### config.mk
export PLATFORM = sky130hd
export DESIGN_NAME = fifo8x8
export DESIGN_NICKNAME = d
export VERILOG_FILES = /design/src/rtl/fifo8x8.sv
export SDC_FILE = /design/constraint.sdc
export NUM_CORES = 1
export LEC_CHECK = 0
export ABC_AREA = 1
export CORE_UTILIZATION = 62
export DETAILED_ROUTE_END_ITERATION = 10
export DONT_BUFFER_PORTS = 1
export PLACE_DENSITY = 0.77
export SLEW_MARGIN = 20
export SYNTH_ARGS = -nofsm -noshare
export SYNTH_HDL_FRONTEND = slang
export SYNTH_SLANG_ARGS = --single-unit
### constraint.sdc
create_clock -name i_clk -period 2.8 [get_ports i_clk]
set_clock_uncertainty 0.15 [all_clocks]
set_input_delay 0.56 -clock i_clk [delete_from_list [all_inputs] [get_ports i_clk]]
set_output_delay 0.56 -clock i_clk [all_outputs]
set_load 0.02 [all_outputs]
### src/rtl/fifo8x8.sv
// fifo8x8: 8-bit x 8-entry first-word-fall-through FIFO with registered status flags.
// Optional sticky error output o_err is enabled by defining FIFO8X8_ERR_EN.
module fifo8x8 #(
  parameter int WIDTH = 8,
  parameter int DEPTH = 8
) (
  input  logic                       i_clk,
  input  logic                       i_rst_n,
  input  logic [WIDTH-1:0]           i_data,
  input  logic                       i_put,
  input  logic                       i_take,
  output logic [WIDTH-1:0]           o_data,
  output logic                       o_empty,
  output logic                       o_full,
`ifdef FIFO8X8_ERR_EN
  output logic                       o_err,
`endif
  output logic [$clog2(DEPTH):0]     o_count
);

  localparam int AW = $clog2(DEPTH);

  logic [WIDTH-1:0] mem_r [DEPTH];
  logic [AW-1:0]    wptr_r;
  logic [AW-1:0]    rptr_r;
  logic [AW:0]      count_r;
  logic [AW:0]      count_nxt_s;
  logic             empty_r;
  logic             full_r;
  logic             take_acc_s;
  logic             put_acc_s;

  // A put into a full queue is still accepted when a take frees a slot in the same cycle.
  assign take_acc_s = i_take & ~empty_r;
  assign put_acc_s  = i_put & (~full_r | take_acc_s);

  // Next element count from the accepted put/take pair.
  always_comb begin
    count_nxt_s = count_r;
    case ({put_acc_s, take_acc_s})
      2'b10:   count_nxt_s = count_r + (AW+1)'(1);
      2'b01:   count_nxt_s = count_r - (AW+1)'(1);
      default: count_nxt_s = count_r;
    endcase
  end

  // Pointers, count and flags; pointers wrap naturally at DEPTH.
  always_ff @(posedge i_clk or negedge i_rst_n) begin
    if (!i_rst_n) begin
      wptr_r  <= '0;
      rptr_r  <= '0;
      count_r <= '0;
      empty_r <= 1'b1;
      full_r  <= 1'b0;
    end else begin
      if (put_acc_s) begin
        wptr_r <= wptr_r + AW'(1);
      end
      if (take_acc_s) begin
        rptr_r <= rptr_r + AW'(1);
      end
      count_r <= count_nxt_s;
      empty_r <= (count_nxt_s == (AW+1)'(0));
      full_r  <= (count_nxt_s == (AW+1)'(DEPTH));
    end
  end

  // Storage is intentionally not reset.
  always_ff @(posedge i_clk) begin
    if (put_acc_s) begin
      mem_r[wptr_r] <= i_data;
    end
  end

`ifdef FIFO8X8_ERR_EN
  logic err_r;

  // Sticky flag for any dropped request; only reset clears it.
  always_ff @(posedge i_clk or negedge i_rst_n) begin
    if (!i_rst_n) begin
      err_r <= 1'b0;
    end else if ((i_put & ~put_acc_s) | (i_take & ~take_acc_s)) begin
      err_r <= 1'b1;
    end else begin
      err_r <= err_r;
    end
  end

  assign o_err = err_r;
`endif

  assign o_data  = mem_r[rptr_r];
  assign o_empty = empty_r;
  assign o_full  = full_r;
  assign o_count = count_r;

endmodule
After elaboration in Yosys (flattened, before gate mapping):

Memories as Yosys holds them, arrays and structs flattened.
Cells that the tools add are included.
Widths: inputs -> output; s select.

* register bits after elaboration: 12
* RAM bits: 64
* word-level logic and storage cells: 22
* bits in latches: 0
* memories kept: 1
* output and inout port bits: 14
* input bits: 12
* bits in read-only memories: 0

* divide/modulo/power cells: 0
* shift-type cells: 0
* $mul: 0
* reductions and logical operators: 1
* add/subtract/negate cells: 4
* multiplexer cells: 3
* eq/ne operators: 3
* bitwise logic cells: 5
* magnitude comparators: 0

Memory list
* mem_r: words 8, width 8, read ports 1, clocked after memory_dff 0, wr ports 1, RTL line 23 `logic [WIDTH-1:0] mem_r [DEPTH];`

Operators with widths (count)
* $pmux 4 s2: 1
* $add 3x1->3 const B: 2
* $add 4x1->4 const B: 1
* $eq 4x4->1 const B: 1
* $logic_not 4->1: 1
* $sub 4x1->4 const B: 1
* $and 1x1->1: 2
* $eq 2x1->1 const B: 1
* $eq 2x2->1 const B: 1
* $mux 1: 2
* $not 1->1: 2
* $or 1x1->1: 1

Depth between registers and ports, before layout:

* word-level depth: 7
* mapped depth: 13
* depth with buffers taken out: 13

Least setup slack after synthesis:

OpenSTA, ideal clock, no wires.

* path type: input-to-reg
* from: input port i_take
* to: register empty_r, in the netlist o_empty
* data arrival time: 2.042 ns
* path buffers: 0
* setup time: 0.067 ns
* required time: 2.583 ns
* stages: 12
* path slack: 0.541 ns
* cell sequence: inv_1 -> o21ai_2 -> nand2_1 -> ha_1 -> nor2_1 -> nor2_4 -> ha_1 -> a21oi_1 -> nor2_1 -> o21ai_2 -> nand3_1 -> nor2_1

* longest elaborated chain between the ends: 6
* elaborated cells on any way between the ends: 7
* classes of those cells: eq/ne (2); mux (1); bitwise (3); reduce/logical (1)

Ends and longest elaborated chain
* start, declared: RTL line 11 `input logic i_take,`
* $and 1x1->1 (*): RTL line 34 `assign take_acc_s = i_take & ~empty_r;`
* $or 1x1->1: RTL line 35 `assign put_acc_s = i_put & (~full_r | take_acc_s);`
* $and 1x1->1: RTL line 35
* $eq 2x1->1 / $eq 2x2->1 (equally long branches): RTL line 40 `case ({put_acc_s, take_acc_s})`
* $pmux 4 s2 (*): RTL line 40
* $logic_not 4->1 (*): RTL line 63 `empty_r <= (count_nxt_s == (AW+1)'(0));`
* end signal, assigned: RTL line 63
* end, declared: RTL line 28 `logic empty_r;`

Every way passes the cells marked *; elsewhere a longest branch is shown, timed or not.
A chain may end at the register's enable or synchronous reset.

Worst setup path in the final report:

* from: register rptr_r[2]
* to: output port o_data[1]

* longest elaborated chain between the ends: 1

Ends and longest elaborated chain
* start, declared: RTL line 25 `logic [AW-1:0] rptr_r;`
* start signal, assigned: RTL line 60 `rptr_r <= rptr_r + AW'(1);`
* $mem_v2 8x8
* end, declared: RTL line 12 `output logic [WIDTH-1:0] o_data,`

No other way between the ends.

==> flow_summary.ini <==
[floorplanning]
die_width_um = 73.9
start_util_pct = 66.0
dieHeight_um = 73.9
io_pins = 26
num_rows = 25
core_area_sq_um = 4850
die-area_sq_um = 5460

[sta]
post-route-period-util_pct = 90.5
max_freq_mhz = 394
relSlewSlack_pct = 64.6
setup_slack_ns = 0.265
setup_viol = 0
post-route-min-period_ns = 2.54
setup_tns_ns = 0
worstMarginPinSlew_ns = 0.530
hold_violations = 0
grt_setup_unrepaired = no
slew_viol_final = 0

[cells_and_area]
drive_gt1_share_pct = 14.8
antenna_cells = 0
final_area_sq_um = 3590
nFillCells = 333
layout.nets = 317
area_delta_synth_final_pct = 12.3

[synth]
ys_ff_latch = 76
avgSynthCellArea_sq_um = 11.6
synth_edf_count = 64
synth.most_common_cell = edfxtp_1
synth_area_leaders = edfxtp_1, dfrtp_1, nor2_1
netlist_instances = 275
ys_types = 28
synth_top_area_share_pct = 60.0
ys_seq_area_share_pct = 69.4
syn-num-nets = 292
ys.flop_type = edfxtp_1
yosysTopAreaCell = edfxtp_1
synth_warnings = 0
ys_top_cells_by_count = edfxtp_1, nor2_1, nand2_1
async_flop_share_pct = 15.8
syn_area_sq_um = 3200

[placement]
portBuffers = 0
place.gp.congestion = 0.830
pre_cts_slack_ns = 0.345
placed_area_sq_um = 3380
dp_hpwl_mm = 3.80

[worst_setup_path]
crit_chain = clkinv_1 > a31oi_1 > buf_4
critical-path-top-delay-family = buffers and inverters
critPathRequiredTime_ns = 2.09
crit_buf_inv = 2
cpMaxStageDelayCell = dfrtp_1
end_kind = output port
slowest_delay_ns = 0.55
start_kind = flip-flop
path_class = reg -> out
cp.arrival_ns = 1.83
cp_max_fo = 9
rrSetupSlack_ns = 0.41

[grt]
antenna_found_initial = 0
grt_overflow = 0
grt_pass1_vias = 2005
grt_pass1_wl_mm = 9.26
grt_max_degree = 33
grt_usage_pct = 24.7

[pwr]
combPwrFrac_pct = 36.8
p_total_mw = 3.93
power_density_nw_per_um2 = 1090
p_int_mw = 2.46
swShare_pct = 37.4
p_leak_nw = 1.38
switching_power_mw = 1.47
power_frac_seq_pct = 41.1
peakVddDrop_mv = 0.685
clkPwrFrac_pct = 22.0

[route]
vias = 2049
totalWireLength_mm = 6.03
drt_iter0_drc = 220
avgRoutedWirePerCell_um = 16.2
remaining_drc_errors = 0
drt_pass1_iterations = 4
final_antenna_net_count = 0
viasPerCell = 5.51

[cts]
hold_buffers = 1
cts-root-buf = clkbuf_8
worst_skew_pair.late_latency_ns = 0.33
clock_path_buffers = 2
clkTransAtPathRegs_ns = 0.07
cts_tree = done
cts_setup_buffers = 0
h-tree-depth = 3
cts_made_buffers = 9
clock-sinks = 76
post_cts_resize_count = 0

[run_status]
status = finished, final reports clean

[run]
max_cap_viol_count = 0

[worst_hold_path]
hold_path.class = in -> reg
registers in the layout, indices dropped and copies added, names as in the netlist:
| register | cells |
|---|---|
| o_empty | 1 |
| wptr_r | 3 |
| mem_r | 64 |
| o_full | 1 |
| rptr_r | 3 |
| o_count | 4 |
kinds of logic after synthesis:
group	share of synthesized area, %
simple gates	14.6
flops	69.4
compound gates	8.99
buf+inv	3.67
xor+xnor	1.37
fa+ha+maj	1.95
final timing paths:
path / cells past startpoint / from / end
min: 0 / i_data[1] / mem_r[0][1]
max reg2reg: 12 / o_empty / o_empty
max in group asynchronous: 1 / i_rst_n / o_empty
min reg2reg: 2 / wptr_r[0] / wptr_r[0]
max: 3 / rptr_r[2] / o_data[1]
min in group asynchronous: 1 / i_rst_n / wptr_r[1]
power groups by stage:
stage / registers, mW / logic [mW] / clock network [mW]
floorplan: 1.59 / 1.06 / 0
global placement: 1.63 / 1.40 / 0
detailed placement: 1.64 / 1.43 / 0
CTS: 1.61 / 1.45 / 0.882
global route: 1.64 / 1.61 / 0.913
finish: 1.62 / 1.45 / 0.865
cell type report:
| cell class | instances | area (sq um) | share of cell area, % |
|---|---|---|---|
| tap | 67 | 83.8 | 2.33 |
| sequential | 76 | 2220 | 61.9 |
| multi-input combinational | 179 | 861 | 23.9 |
| clock inverter | 5 | 76.3 | 2.12 |
| clock buffer | 11 | 131 | 3.65 |
| inverter | 11 | 43.8 | 1.22 |
| timing repair buffer | 23 | 175 | 4.87 |
placed cells by master (no fill, tap or decap), drive strengths merged, types with 2 or more instances in the layout:
master and n:
a21oi 10, ha 5, o21ai 36, clkbuf 11, nor2 56, dfrtp 11
buf 22, inv 10, a31oi 8, nand3 8, bufinv 2, xor2 3
edfxtp 64, xnor2 2, or2 2, clkinv 3, nand2 48
stage by stage:
| stage | util [%] | cells | hold WS (ns) |
|---|---|---|---|
| 5_1_grt | 74.1 | 372 | 0.143 |
| 4_1_cts | 74.1 | 372 | 0.153 |
| 6_report | 74.1 | 372 | 0.169 |
| 3_3_place_gp | 69.7 | 355 | 0.115 |
| 3_5_place_dp | 69.7 | 355 | 0.115 |
| 2_1_floorplan | - | 275 | 0.114 |
layer usage:
layer  wire [um]  global-route usage (%)  part of all wire (%)
met5           0                       0                     0
met4         102                    12.4                   1.7
met3         464                    8.37                   7.7
met1        2470                    30.1                    41
met2        2990                    39.6                    50
(Power assumes the default switching activity.)
